**src/rtl/ad9280_scop_acq_sequencer.sv**
```systemverilog
// Acquisition sequencer for the AD9280 scope capture core: arm, wait for trigger, capture, holdoff, re-arm.
// Optional auto-trigger timeout logic is built only when ACQ_SEQ_AUTO_TIMEOUT_EN is defined.
module ad9280_scop_acq_sequencer #(
  parameter int unsigned TIMEOUT_WIDTH   = 24,
  parameter int unsigned HOLDOFF_WIDTH   = 16,
  parameter int unsigned FRAME_CNT_WIDTH = 8
) (
  input  logic                       adc_clk,
  input  logic                       adc_rst_n,
  input  logic                       cfg_run,
  input  logic                       cfg_single,
  input  logic [FRAME_CNT_WIDTH-1:0] cfg_frames,
  input  logic [TIMEOUT_WIDTH-1:0]   cfg_auto_timeout,
  input  logic [HOLDOFF_WIDTH-1:0]   cfg_holdoff,
  input  logic                       core_trigger_detected,
  input  logic                       core_acq_complete,
  output logic                       core_sampling_enable,
  output logic                       core_software_trigger,
  output logic                       seq_busy,
  output logic                       seq_done,
  output logic                       timeout_fired,
  output logic [FRAME_CNT_WIDTH-1:0] frame_count,
  output logic [2:0]                 seq_state
);

  typedef enum logic [2:0] {
    IDLE      = 3'd0,
    ARM       = 3'd1,
    WAIT_TRIG = 3'd2,
    CAPTURE   = 3'd3,
    HOLDOFF   = 3'd4,
    DONE      = 3'd5
  } state_t;

  state_t                     r_state;
  state_t                     w_state_nxt;
  logic [HOLDOFF_WIDTH-1:0]   r_hold;
  logic [HOLDOFF_WIDTH-1:0]   w_hold_nxt;
  logic [HOLDOFF_WIDTH-1:0]   w_hold_max;
  logic [FRAME_CNT_WIDTH-1:0] r_frame_count;
  logic [FRAME_CNT_WIDTH-1:0] w_fc_nxt;
  logic [FRAME_CNT_WIDTH-1:0] w_fc_inc;
  logic                       w_fire;
  logic                       r_en;
  logic                       r_busy;
  logic                       r_done;

`ifdef ACQ_SEQ_AUTO_TIMEOUT_EN
  logic [TIMEOUT_WIDTH-1:0]   r_tmo;
  logic [TIMEOUT_WIDTH-1:0]   w_tmo_nxt;
  logic                       r_sw_trig;
  logic                       r_tmo_fired;
`else
  logic                       w_unused_tmo;
  assign w_unused_tmo = ^cfg_auto_timeout;
`endif

  // Holdoff is never shorter than 2 cycles so the core can drop back to its own idle
  assign w_hold_max = (cfg_holdoff < HOLDOFF_WIDTH'(2)) ? HOLDOFF_WIDTH'(2) : cfg_holdoff;
  assign w_fc_inc   = r_frame_count + FRAME_CNT_WIDTH'(1);

  // Next-state and counter updates; deassertion of cfg_run overrides everything
  always_comb begin
    w_state_nxt = r_state;
    w_hold_nxt  = r_hold;
    w_fc_nxt    = r_frame_count;
    w_fire      = 1'b0;
`ifdef ACQ_SEQ_AUTO_TIMEOUT_EN
    w_tmo_nxt   = r_tmo;
`endif
    if (!cfg_run) begin
      w_state_nxt = IDLE;
    end else begin
      case (r_state)
        IDLE: begin
          w_state_nxt = ARM;
          w_fc_nxt    = '0;
        end
        ARM: begin
          w_state_nxt = WAIT_TRIG;
`ifdef ACQ_SEQ_AUTO_TIMEOUT_EN
          w_tmo_nxt   = '0;
`endif
        end
        WAIT_TRIG: begin
`ifdef ACQ_SEQ_AUTO_TIMEOUT_EN
          w_tmo_nxt = r_tmo + TIMEOUT_WIDTH'(1);
          if (core_trigger_detected) begin
            w_state_nxt = CAPTURE;
          end else if ((cfg_auto_timeout != '0) &&
                       (r_tmo == cfg_auto_timeout - TIMEOUT_WIDTH'(1))) begin
            w_state_nxt = CAPTURE;
            w_fire      = 1'b1;
          end
`else
          if (core_trigger_detected) begin
            w_state_nxt = CAPTURE;
          end
`endif
        end
        CAPTURE: begin
          w_hold_nxt = '0;
          if (core_acq_complete) begin
            w_fc_nxt = w_fc_inc;
            if (cfg_single || ((cfg_frames != '0) && (w_fc_inc == cfg_frames))) begin
              w_state_nxt = DONE;
            end else begin
              w_state_nxt = HOLDOFF;
            end
          end
        end
        HOLDOFF: begin
          if (r_hold >= w_hold_max - HOLDOFF_WIDTH'(1)) begin
            w_state_nxt = ARM;
          end else begin
            w_hold_nxt = r_hold + HOLDOFF_WIDTH'(1);
          end
        end
        DONE: begin
          w_state_nxt = DONE;
        end
        default: begin
          w_state_nxt = IDLE;
        end
      endcase
    end
  end

  // State, counters and status flags; flags are decoded from the next state so they track r_state
  always_ff @(posedge adc_clk or negedge adc_rst_n) begin
    if (!adc_rst_n) begin
      r_state       <= IDLE;
      r_hold        <= '0;
      r_frame_count <= '0;
      r_en          <= 1'b0;
      r_busy        <= 1'b0;
      r_done        <= 1'b0;
    end else begin
      r_state       <= w_state_nxt;
      r_hold        <= w_hold_nxt;
      r_frame_count <= w_fc_nxt;
      r_en          <= (w_state_nxt == ARM) || (w_state_nxt == WAIT_TRIG) ||
                       (w_state_nxt == CAPTURE);
      r_busy        <= (w_state_nxt != IDLE) && (w_state_nxt != DONE);
      r_done        <= (w_state_nxt == DONE);
    end
  end

`ifdef ACQ_SEQ_AUTO_TIMEOUT_EN
  // Forced-trigger pulse is visible in the first CAPTURE cycle after the timeout
  always_ff @(posedge adc_clk or negedge adc_rst_n) begin
    if (!adc_rst_n) begin
      r_tmo       <= '0;
      r_sw_trig   <= 1'b0;
      r_tmo_fired <= 1'b0;
    end else begin
      r_tmo       <= w_tmo_nxt;
      r_sw_trig   <= w_fire;
      r_tmo_fired <= w_fire;
    end
  end

  assign core_software_trigger = r_sw_trig;
  assign timeout_fired         = r_tmo_fired;
`else
  logic w_unused_fire;
  assign w_unused_fire         = w_fire;
  assign core_software_trigger = 1'b0;
  assign timeout_fired         = 1'b0;
`endif

  assign core_sampling_enable = r_en;
  assign seq_busy             = r_busy;
  assign seq_done             = r_done;
  assign frame_count          = r_frame_count;
  assign seq_state            = r_state;

endmodule

```
**config.mk**
```make
export PLATFORM = sky130hd
export DESIGN_NAME = ad9280_scop_acq_sequencer
export DESIGN_NICKNAME = d
export VERILOG_FILES = /design/src/rtl/ad9280_scop_acq_sequencer.sv
export SDC_FILE = /design/constraint.sdc
export NUM_CORES = 1
export LEC_CHECK = 0
export ABC_CLOCK_PERIOD_IN_PS = 6500
export BUFFER_PORTS_ARGS = -buffer_cell sky130_fd_sc_hd__buf_2
export CORE_ASPECT_RATIO = 0.8
export CORE_UTILIZATION = 57
export CTS_CLUSTER_DIAMETER = 200
export DETAILED_ROUTE_END_ITERATION = 10
export PLACE_DENSITY = 0.82
export SLEW_MARGIN = 20
export SYNTH_ARGS = -nofsm -noshare
export SYNTH_HDL_FRONTEND = slang
export SYNTH_SLANG_ARGS = --single-unit
```
**constraint.sdc**
```tcl
create_clock -name adc_clk -period 6.5 [get_ports adc_clk]
set_input_delay 0 -clock adc_clk [delete_from_list [all_inputs] [get_ports adc_clk]]
set_output_delay 0 -clock adc_clk [all_outputs]
set_load 0.02 [all_outputs]
```
== Yosys cells after proc, flatten, opt, wreduce, memory -nomap -nowiden ==
Index checks and enable logic that the tools add are counted.
Widths: inputs -> output; s select.

* Add/subtract/negate cells: 3
* $lt $le $gt $ge: 2
* Equal/unequal tests: 13
* Muxes and demuxes: 11
* Reduce and logical (&&, ||, !) cells: 12

{| class="wikitable"
|+ Operators with widths
! kind !! count
|-
| $mux 16 || 2
|-
| $pmux 16 s2 || 1
|-
| $pmux 3 s6 || 1
|-
| $add 16x1->16 const B || 1
|-
| $ge 16x16->1 || 1
|-
| $lt 16x2->1 const B || 1
|-
| $pmux 8 s2 || 1
|-
| $sub 16x1->16 const B || 1
|-
| $eq 3x2->1 const B || 4
|-
| $mux 3 || 4
|-
| $eq 3x3->1 const B || 3
|-
| $add 8x1->8 const B || 1
|-
| $eq 8x8->1 || 1
|-
| $mux 8 || 1
|-
| $reduce_bool 8->1 || 1
|-
| $eq 3x1->1 const B || 2
|-
| $reduce_and 3->1 || 2
|-
| $ne 2x2->1 const B || 2
|-
| $reduce_bool 2->1 || 2
|-
| $logic_not 3->1 || 1
|-
| $logic_or 1x1->1 || 3
|-
| $ne 3x3->1 const B || 1
|-
| $reduce_bool 3->1 || 1
|-
| $logic_and 1x1->1 || 2
|-
| $mux 1 || 1
|}

* Register bits: 30
* Bits of input ports: 54
* Output and inout bits: 16
* Logic and storage cells: 47

== Longest topological paths before layout ==
Gate-level depths: netlist of the first run.

* Word-level depth: 11
* Depth in mapped cells: 19
* Mapped depth without buffers: 17

== Worst setup path after synthesis of the first run ==
Ideal clock, no wire load.

* Kind: input port to flip-flop
* Start point: input cfg_holdoff[8]
* End point: register r_hold[12]
* Library setup time: 0.078 ns
* Data arrival time: 4.019 ns
* Slack: 2.403 ns
* Stages on the path: 18
* Buffers on the path: 1
* Cells stage by stage: nor4_1 > nand3b_1 > nand2b_1 > o21ai_0 > ha_1 > nor3b_1 > nand2b_1 > or4_1 > nor3_1 > xnor2_1 > ha_1 > nand2_1 > o21a_1 > a2bb2oi_1 > nand4_4 > buf_6 > or4_1 > a21oi_1

* Word-level cells in the longest chain between the ends: 6

{| class="wikitable"
|+ RTL lines
! element !! RTL line !! source
|-
| start: declaration || 14 || <nowiki>input logic [HOLDOFF_WIDTH-1:0] cfg_holdoff,</nowiki>
|-
| $lt 16x2->1 || 59 || <nowiki>assign w_hold_max = (cfg_holdoff < HOLDOFF_WIDTH'(2)) ? HOLDOFF_WIDTH'(2) : cfg_holdoff;</nowiki>
|-
| $mux 16 (*) || 59 ||
|-
| $sub 16x1->16 (*) || 113 || <nowiki>if (r_hold >= w_hold_max - HOLDOFF_WIDTH'(1)) begin</nowiki>
|-
| $ge 16x16->1 (*) || 113 ||
|-
| $ne 2x2->1 (no line) (*) || -- ||
|-
| $reduce_and 3->1 (no line) (*) || -- ||
|-
| end signal: assignment || 140 || <nowiki>r_hold <= w_hold_nxt;</nowiki>
|-
| end: declaration || 37 || <nowiki>logic [HOLDOFF_WIDTH-1:0] r_hold;</nowiki>
|}

Every way passes the cells marked *; elsewhere a longest branch is shown, timed or not.
A chain may end at the register's enable or synchronous reset.

== Worst setup path in the final report of the first run ==
* Start point: input cfg_holdoff[8]
* End point: register r_hold[7]

The elaborated chain is that of the path after synthesis.

==> flow_metrics.env, run 1 <==
export IMPL_status="finished, final reports clean"
export IMPL_root_buffer="clkbuf_8"
export IMPL_grt_met2_usage_pct=40.7
export IMPL_first_global_vias=2035
export IMPL_synth_edf_count=0
export IMPL_post_cts_setup_buffer_count=0
export IMPL_initial_core_util_pct=62.0
export IMPL_ys_warn_count=0
export IMPL_cts_tree="done"
export IMPL_ys_seq_area_share_pct=30.6
export IMPL_netlist_area_um2=2450
export IMPL_antennaDiodeCount=0
export IMPL_crit_chain="buf_2, nor4_1, nand3b_1, nand2b_1, o21ai_0, ha_1, nor3b_1, nand2b_1, or4_1, nor3_1, xnor2_1, ha_1, nand2_1, o21a_1, a2bb2oi_1, nand4_4, or4_1, a21oi_1"
export IMPL_portBuffers=43
export IMPL_cts_max_level=2
export IMPL_worst_pin_slew_ns=0.729
export IMPL_die_area_um2=4570
export IMPL_slowest_delay_ns=0.60
export IMPL_die_w_um=75.3
export IMPL_cp_top_family="simple AND/OR/NAND/NOR gates"
export IMPL_worst_hold_path_type="primary input to flop"
export IMPL_critPathCaptureType="flop"
export IMPL_slew_violations=0
export IMPL_drt_antenna_violating_nets=0
export IMPL_globalRouteMet1Util_pct=36.1
export IMPL_cts_sinks=30
export IMPL_core_area_um2=3950
export IMPL_final_nets=400
export IMPL_multiInputGateArea_um2=1620
export IMPL_vias=2334
export IMPL_slew_headroom_pct=50.1
export IMPL_cts_buffers_inserted=5
export IMPL_fill_cells=329
export IMPL_drt_total_wl_mm=5.38
export IMPL_critical_path_buf_inv_count=1
export IMPL_rsz0062_at_grt="false"
export IMPL_routed_via_density=6.09
export IMPL_cp_required_ns=6.70
export IMPL_cp_arrival_ns=4.98
export IMPL_grt_overflow_total=0
export IMPL_async_flop_share_pct=100
export IMPL_synth_common_cells="dfrtp_1 (30), nand2_1 (27), ha_1 (19), nor2_1 (19)"
export IMPL_dp_hpwl_mm=4.11
export IMPL_r2r_start="r_hold[5]"
export IMPL_tns_ns=0
export IMPL_path_max_fanout=22
export IMPL_die_height_um=60.7
export IMPL_ir_drop_mv=0.191
export IMPL_io_pins=70
export IMPL_ys_ff_latch=30
export IMPL_timing_fmax_mhz=209
export IMPL_post_synth_cell_area_avg_um2=8.54
export IMPL_cellPowerDensity_nw_per_um2=170
export IMPL_grt_pass1_wl_mm=8.87
export IMPL_hold_violations=0
export IMPL_setup_viol=0
export IMPL_finalClockSkew_ns=0.00468
export IMPL_crit_path_start_kind="primary input"
export IMPL_min_period_ns=4.78
export IMPL_clockBufferDepth=2
export IMPL_synth_main_ff_cell="dfrtp_1"
export IMPL_clkTransAtPathRegs_ns=0.06
export IMPL_yosysUniqueCellTypes=51
export IMPL_seq_area_um2=751
export IMPL_use_met3_pct=6.48
export IMPL_synth_top_area_share_pct=30.6
export IMPL_clock_latency_ns=0.28
export IMPL_drtPass1Iterations=4
export IMPL_leakage_nw=1.25
export IMPL_layout_drive_gt1_share_pct=17.1
export IMPL_row_count=20
export IMPL_gp_congestion=0.860
export IMPL_track_usage_pct=26.0
export IMPL_grt_start_max_net_pins=31
export IMPL_crit_path_start="cfg_holdoff[8]"
export IMPL_area_growth_pct=13.3
export IMPL_period_share_pct=73.6
export IMPL_avgRoutedWirePerCell_um=14.0
export IMPL_yosysMostFrequentCell="dfrtp_1"
export IMPL_grt_busiest_layer="met2"
export IMPL_drc=0
export IMPL_drt_first_iter_violations=165
export IMPL_power_mw=0.471
export IMPL_crit_type="primary input to flop"
export IMPL_min_delay_start="core_acq_complete"
export IMPL_cap_viol_max_count=0
export IMPL_antenna_found_initial=0
export IMPL_ys_top_cells_by_area="dfrtp_1 (31%), ha_1 (9.7%), xnor2_1 (6.1%), nand2_1 (4.1%), a21oi_1 (3.7%)"
export IMPL_synth_top_cell_by_area="dfrtp_1"
export IMPL_cpMaxStageDelayCell="or4_1"
export IMPL_synthCells=287
## kinds of logic after synthesis
| logic type | after synthesis | synth area share (%) |
|---|---|---|
| AOI/OAI and AO/OA | 69 | 19.0 |
| and+or+nand+nor | 124 | 27.5 |
| buffers and inverters | 18 | 3.52 |
| xor gates and xnor gates | 23 | 8.22 |
| other | 1 | 0.153 |
| adders and majority gates | 19 | 9.70 |
| muxes | 3 | 1.28 |
| DFF | 30 | 30.6 |
## sequential cells by signal, summed over array words and instances (netlist names)
signal and flops:
core_sampling_enable 1, seq_done 1, r_hold 16, seq_state 3
seq_busy 1, frame_count 8
## final timing paths
path | cells after the start | end | slack, ns
max | 18 | r_hold[7] | 1.72
min | 3 | frame_count[1] | 0.03
max reg2reg | 7 | r_hold[7] | 3.80
min reg2reg | 1 | r_hold[8] | 0.53
max in group asynchronous | 2 | r_hold[10] | 5.76
min in group asynchronous | 2 | seq_done | 0.30
## repair_timing
action | CTS | global route
resized for setup | 0 | 0
endpoints found under the hold margin | 30 | 0
hold buffers | 1 | 0
## area by class of cell
class,count,share of cell area [%]
repair buffers,44,8.11
clock inverters,1,0.180
clock buffers,7,3.11
inverters,6,0.811
well taps,55,2.48
multi-input cells,240,58.3
flip-flops and latches,30,27.0
## where the power goes
| group | switching, mW | internal, mW | leakage [nW] |
|---|---|---|---|
| logic | 0.0634 | 0.0419 | 0.787 |
| clock network | 0.0701 | 0.0853 | 0.0482 |
| registers | 0.0131 | 0.197 | 0.412 |
| total | 0.147 | 0.324 | 1.25 |
## cell usage in the layout (no fill, tap or decap), drive strengths merged, types with 5 or more instances in the layout
master / netlist / final
buf: 4 / 43
dfrtp: 30 / 30
nand2: 27 / 27
nor2: 19 / 19
ha: 19 / 19
nand3: 18 / 18
a21oi: 18 / 18
xnor2: 17 / 17
o21ai: 14 / 14
and3: 9 / 9
nor3: 8 / 8
o31ai: 8 / 8
or4: 7 / 7
clkbuf: 8 / 7
inv: 6 / 6
xor2: 6 / 6
nor2b: 6 / 6
nor3b: 5 / 5
nand2b: 5 / 5
nand4: 5 / 5
## per-stage QoR
step	area [um^2]	setup slack, ns	instances	hold WS (ns)	util [%]
global route	2780	1.29	383	0.0468	70.2
global placement	2680	1.57	374	0.0728	67.7
finish	2780	1.72	383	0.0344	70.2
floorplan	2450	2.40	288	-0.296	-
detailed placement	2680	1.40	374	0.0809	67.7
CTS	2780	1.68	383	0.0291	70.2
## per-layer routing
metal / part of all wire [%] / vias up / routed length [um]
li1: - / 1145 / -
met1: 48 / 1130 / 2580
met2: 46 / 53 / 2480
met3: 5.1 / 6 / 272
met4: 0.95 / 0 / 51
met5: 0 / - / 0
## worst min-delay path, stage by stage
cell and delay [ns]:
buf_2 0.15, nand3_1 0.09, nand2_1 0.04
No activity file was read; power rests on OpenSTA's default activity.
==> run 2, diff against run 1 <==
--- a/config.mk
+++ b/config.mk
@@ -5,13 +5,13 @@
 export SDC_FILE = /design/constraint.sdc
 export NUM_CORES = 1
 export LEC_CHECK = 0
-export ABC_CLOCK_PERIOD_IN_PS = 6500
+export ABC_CLOCK_PERIOD_IN_PS = 4000
 export BUFFER_PORTS_ARGS = -buffer_cell sky130_fd_sc_hd__buf_2
 export CORE_ASPECT_RATIO = 0.8
-export CORE_UTILIZATION = 57
+export CORE_UTILIZATION = 48
 export CTS_CLUSTER_DIAMETER = 200
 export DETAILED_ROUTE_END_ITERATION = 10
-export PLACE_DENSITY = 0.82
+export PLACE_DENSITY = 0.74
 export SLEW_MARGIN = 20
 export SYNTH_ARGS = -nofsm -noshare
 export SYNTH_HDL_FRONTEND = slang
==> constraint.sdc (replaced) <==
create_clock -name adc_clk -period 4 [get_ports adc_clk]
set_input_delay 0 -clock adc_clk [delete_from_list [all_inputs] [get_ports adc_clk]]
set_output_delay 0 -clock adc_clk [all_outputs]
set_load 0.02 [all_outputs]
==> flow_metrics.env, run 2 (synthesis gave the netlist of run 1 again) <==
export IMPL_status="finished, final reports clean"
export IMPL_dpl_cell_area_um2=2860
export IMPL_dp_slack_ns=-0.186
export IMPL_min_period_ns=3.70
export IMPL_rsz0062_at_grt="false"
export IMPL_r2r_end="seq_busy"
export IMPL_leakage_nw=1.37
export IMPL_row_count=22
export IMPL_layout_drive_gt1_share_pct=23.9
export IMPL_area_growth_pct=22.6
export IMPL_worst_pin_slew_ns=0.734
export IMPL_cts_tree="done"
export IMPL_reg2reg_depth=7
export IMPL_io_pins=70
export IMPL_pwr_share_comb_pct=24.7
export IMPL_drt_total_wl_mm=6.00
export IMPL_fin_area_um2=3000
export IMPL_clkPwrFrac_pct=30.4
export IMPL_drt_antenna_violating_nets=0
export IMPL_timing_fmax_mhz=270
export IMPL_initial_core_util_pct=51.8
export IMPL_highest_layer="met4"
export IMPL_first_global_vias=2095
export IMPL_avgRoutedWirePerCell_um=14.6
export IMPL_root_buffer="clkbuf_8"
export IMPL_cp_arrival_ns=3.91
export IMPL_vias=2370
export IMPL_critPathCaptureType="flop"
export IMPL_largest_register_ffs=16
export IMPL_pwr_share_seq_pct=44.9
export IMPL_track_usage_pct=23.8
export IMPL_r2r_setup_slack_ns=1.31
export IMPL_hold_path_depth=3
export IMPL_final_common_cell="buf_2"
export IMPL_clockBufferDepth=2
export IMPL_routed_via_density=5.75
export IMPL_cts_sinks=30
export IMPL_die_w_um=81.9
export IMPL_die_height_um=65.9
export IMPL_worst_hold_path_type="primary input to flop"
export IMPL_timing_hold_ws_ns=0.0525
export IMPL_finalClockSkew_ns=0.00622
export IMPL_r2r_start="seq_state[2]"
export IMPL_slew_headroom_pct=49.8
export IMPL_cts_max_level=2
export IMPL_final_nets=425
export IMPL_setup_viol=0
export IMPL_drtPass1Iterations=4
export IMPL_cap_viol_max_count=0
export IMPL_hold_violations=0
export IMPL_final_util_pct=63.5
export IMPL_drt_first_iter_violations=146
export IMPL_period_share_pct=92.6
export IMPL_clkTransAtPathRegs_ns=0.06
export IMPL_min_delay_start="core_acq_complete"
export IMPL_portBuffers=43
export IMPL_die_area_um2=5400
export IMPL_dp_hpwl_mm=4.49
export IMPL_cts_buffers_inserted=5
export IMPL_gp_congestion=0.811
export IMPL_crit_path_start_kind="primary input"
export IMPL_wl_met2_mm=2.67
export IMPL_slew_violations=0
export IMPL_wl_met3_um=267
export IMPL_wl_met1_mm=3.04
export IMPL_path_max_fanout=4
export IMPL_ir_drop_mv=0.236
export IMPL_grt_overflow_total=0
export IMPL_setup_slack_ns=0.297
export IMPL_drc=0
export IMPL_clock_latency_ns=0.28
export IMPL_switchingPower_mw=0.241
export IMPL_cp_required_ns=4.20
export IMPL_fin_cells=412
export IMPL_cellPowerDensity_nw_per_um2=254
export IMPL_min_to="frame_count[1]"
export IMPL_grt_pass1_wl_mm=9.84
export IMPL_grt_start_max_net_pins=31
export IMPL_internal_power_mw=0.521
export IMPL_p_sw_share_pct=31.7
export IMPL_antennaDiodeCount=0
export IMPL_antenna_found_initial=0
export IMPL_dp_cells=402
export IMPL_crit_type="primary input to flop"
export IMPL_final_cell_mix="buf_2 (43), dfrtp_1 (30), nand2_1 (27), buf_4 (24)"
export IMPL_largest_register="r_hold"
export IMPL_core_area_um2=4730
[run 2: how the worst max path moves through the flow]
stage          slack (ns)  cells after the start            from    endpoint
6_report             0.30                     20  cfg_holdoff[8]    seq_busy
3_5_place_dp        -0.19                     18  cfg_holdoff[8]   r_hold[7]
3_3_place_gp         0.04                     18  cfg_holdoff[8]  r_hold[12]
4_1_cts              0.06                     18  cfg_holdoff[8]   r_hold[7]
2_1_floorplan       0.005                     18  cfg_holdoff[8]  r_hold[12]
5_1_grt              0.03                     20  cfg_holdoff[8]    seq_busy
[run 2: area by class of cell]
| type | count | area [um^2] |
|---|---|---|
| inverters | 6 | 22.5 |
| multi-input cells | 241 | 1670 |
| flip-flops and latches | 30 | 751 |
| fillers | 407 | 1730 |
| repair buffers | 68 | 405 |
| well taps | 60 | 75.1 |
| clock buffers | 7 | 76.3 |
[run 2: power groups by stage]
stage | clock network (mW) | registers, mW | logic, mW
4_1_cts | 0.233 | 0.342 | 0.187
6_report | 0.232 | 0.342 | 0.188
2_1_floorplan | 0 | 0.356 | 0.102
5_1_grt | 0.249 | 0.346 | 0.211
3_3_place_gp | 0 | 0.346 | 0.182
3_5_place_dp | 0 | 0.347 | 0.185
[run 2: routing by layer]
layer  vias up  GRT usage [%]
li1       1199              -
met1      1110           35.6
met2        57           35.0
met3         4           4.83
met4         0           4.82
met5         -              0
[run 2: worst max-delay path, stage by stage]
cell,delay (ns)
buf_2,0.11
nor4_2,0.32
nand3b_1,0.13
nand2b_1,0.20
o21ai_2,0.19
ha_1,0.21
nor3b_2,0.22
nand2b_1,0.10
or4_1,0.42
nor3_1,0.19
xnor2_1,0.15
ha_1,0.24
nand2_1,0.13
o21a_1,0.19
a2bb2oi_4,0.21
buf_4,0.15
nand4_1,0.08
a311oi_1,0.29
buf_4,0.18
mux2i_1,0.18
[run 2: stage by stage]
stage,power [mW],setup TNS [ns]
after floorplan,0.458,0
after global placement,0.528,0
after detailed placement,0.532,-1.77
after CTS,0.762,0
after global routing,0.806,0
final,0.762,0
[run 2: timing repair]
action	CTS	global route
hold buffers	1	0
setup buffers	0	1
hold endpoints to repair	30	0
setup endpoints to repair	0	19
resized for setup	0	7
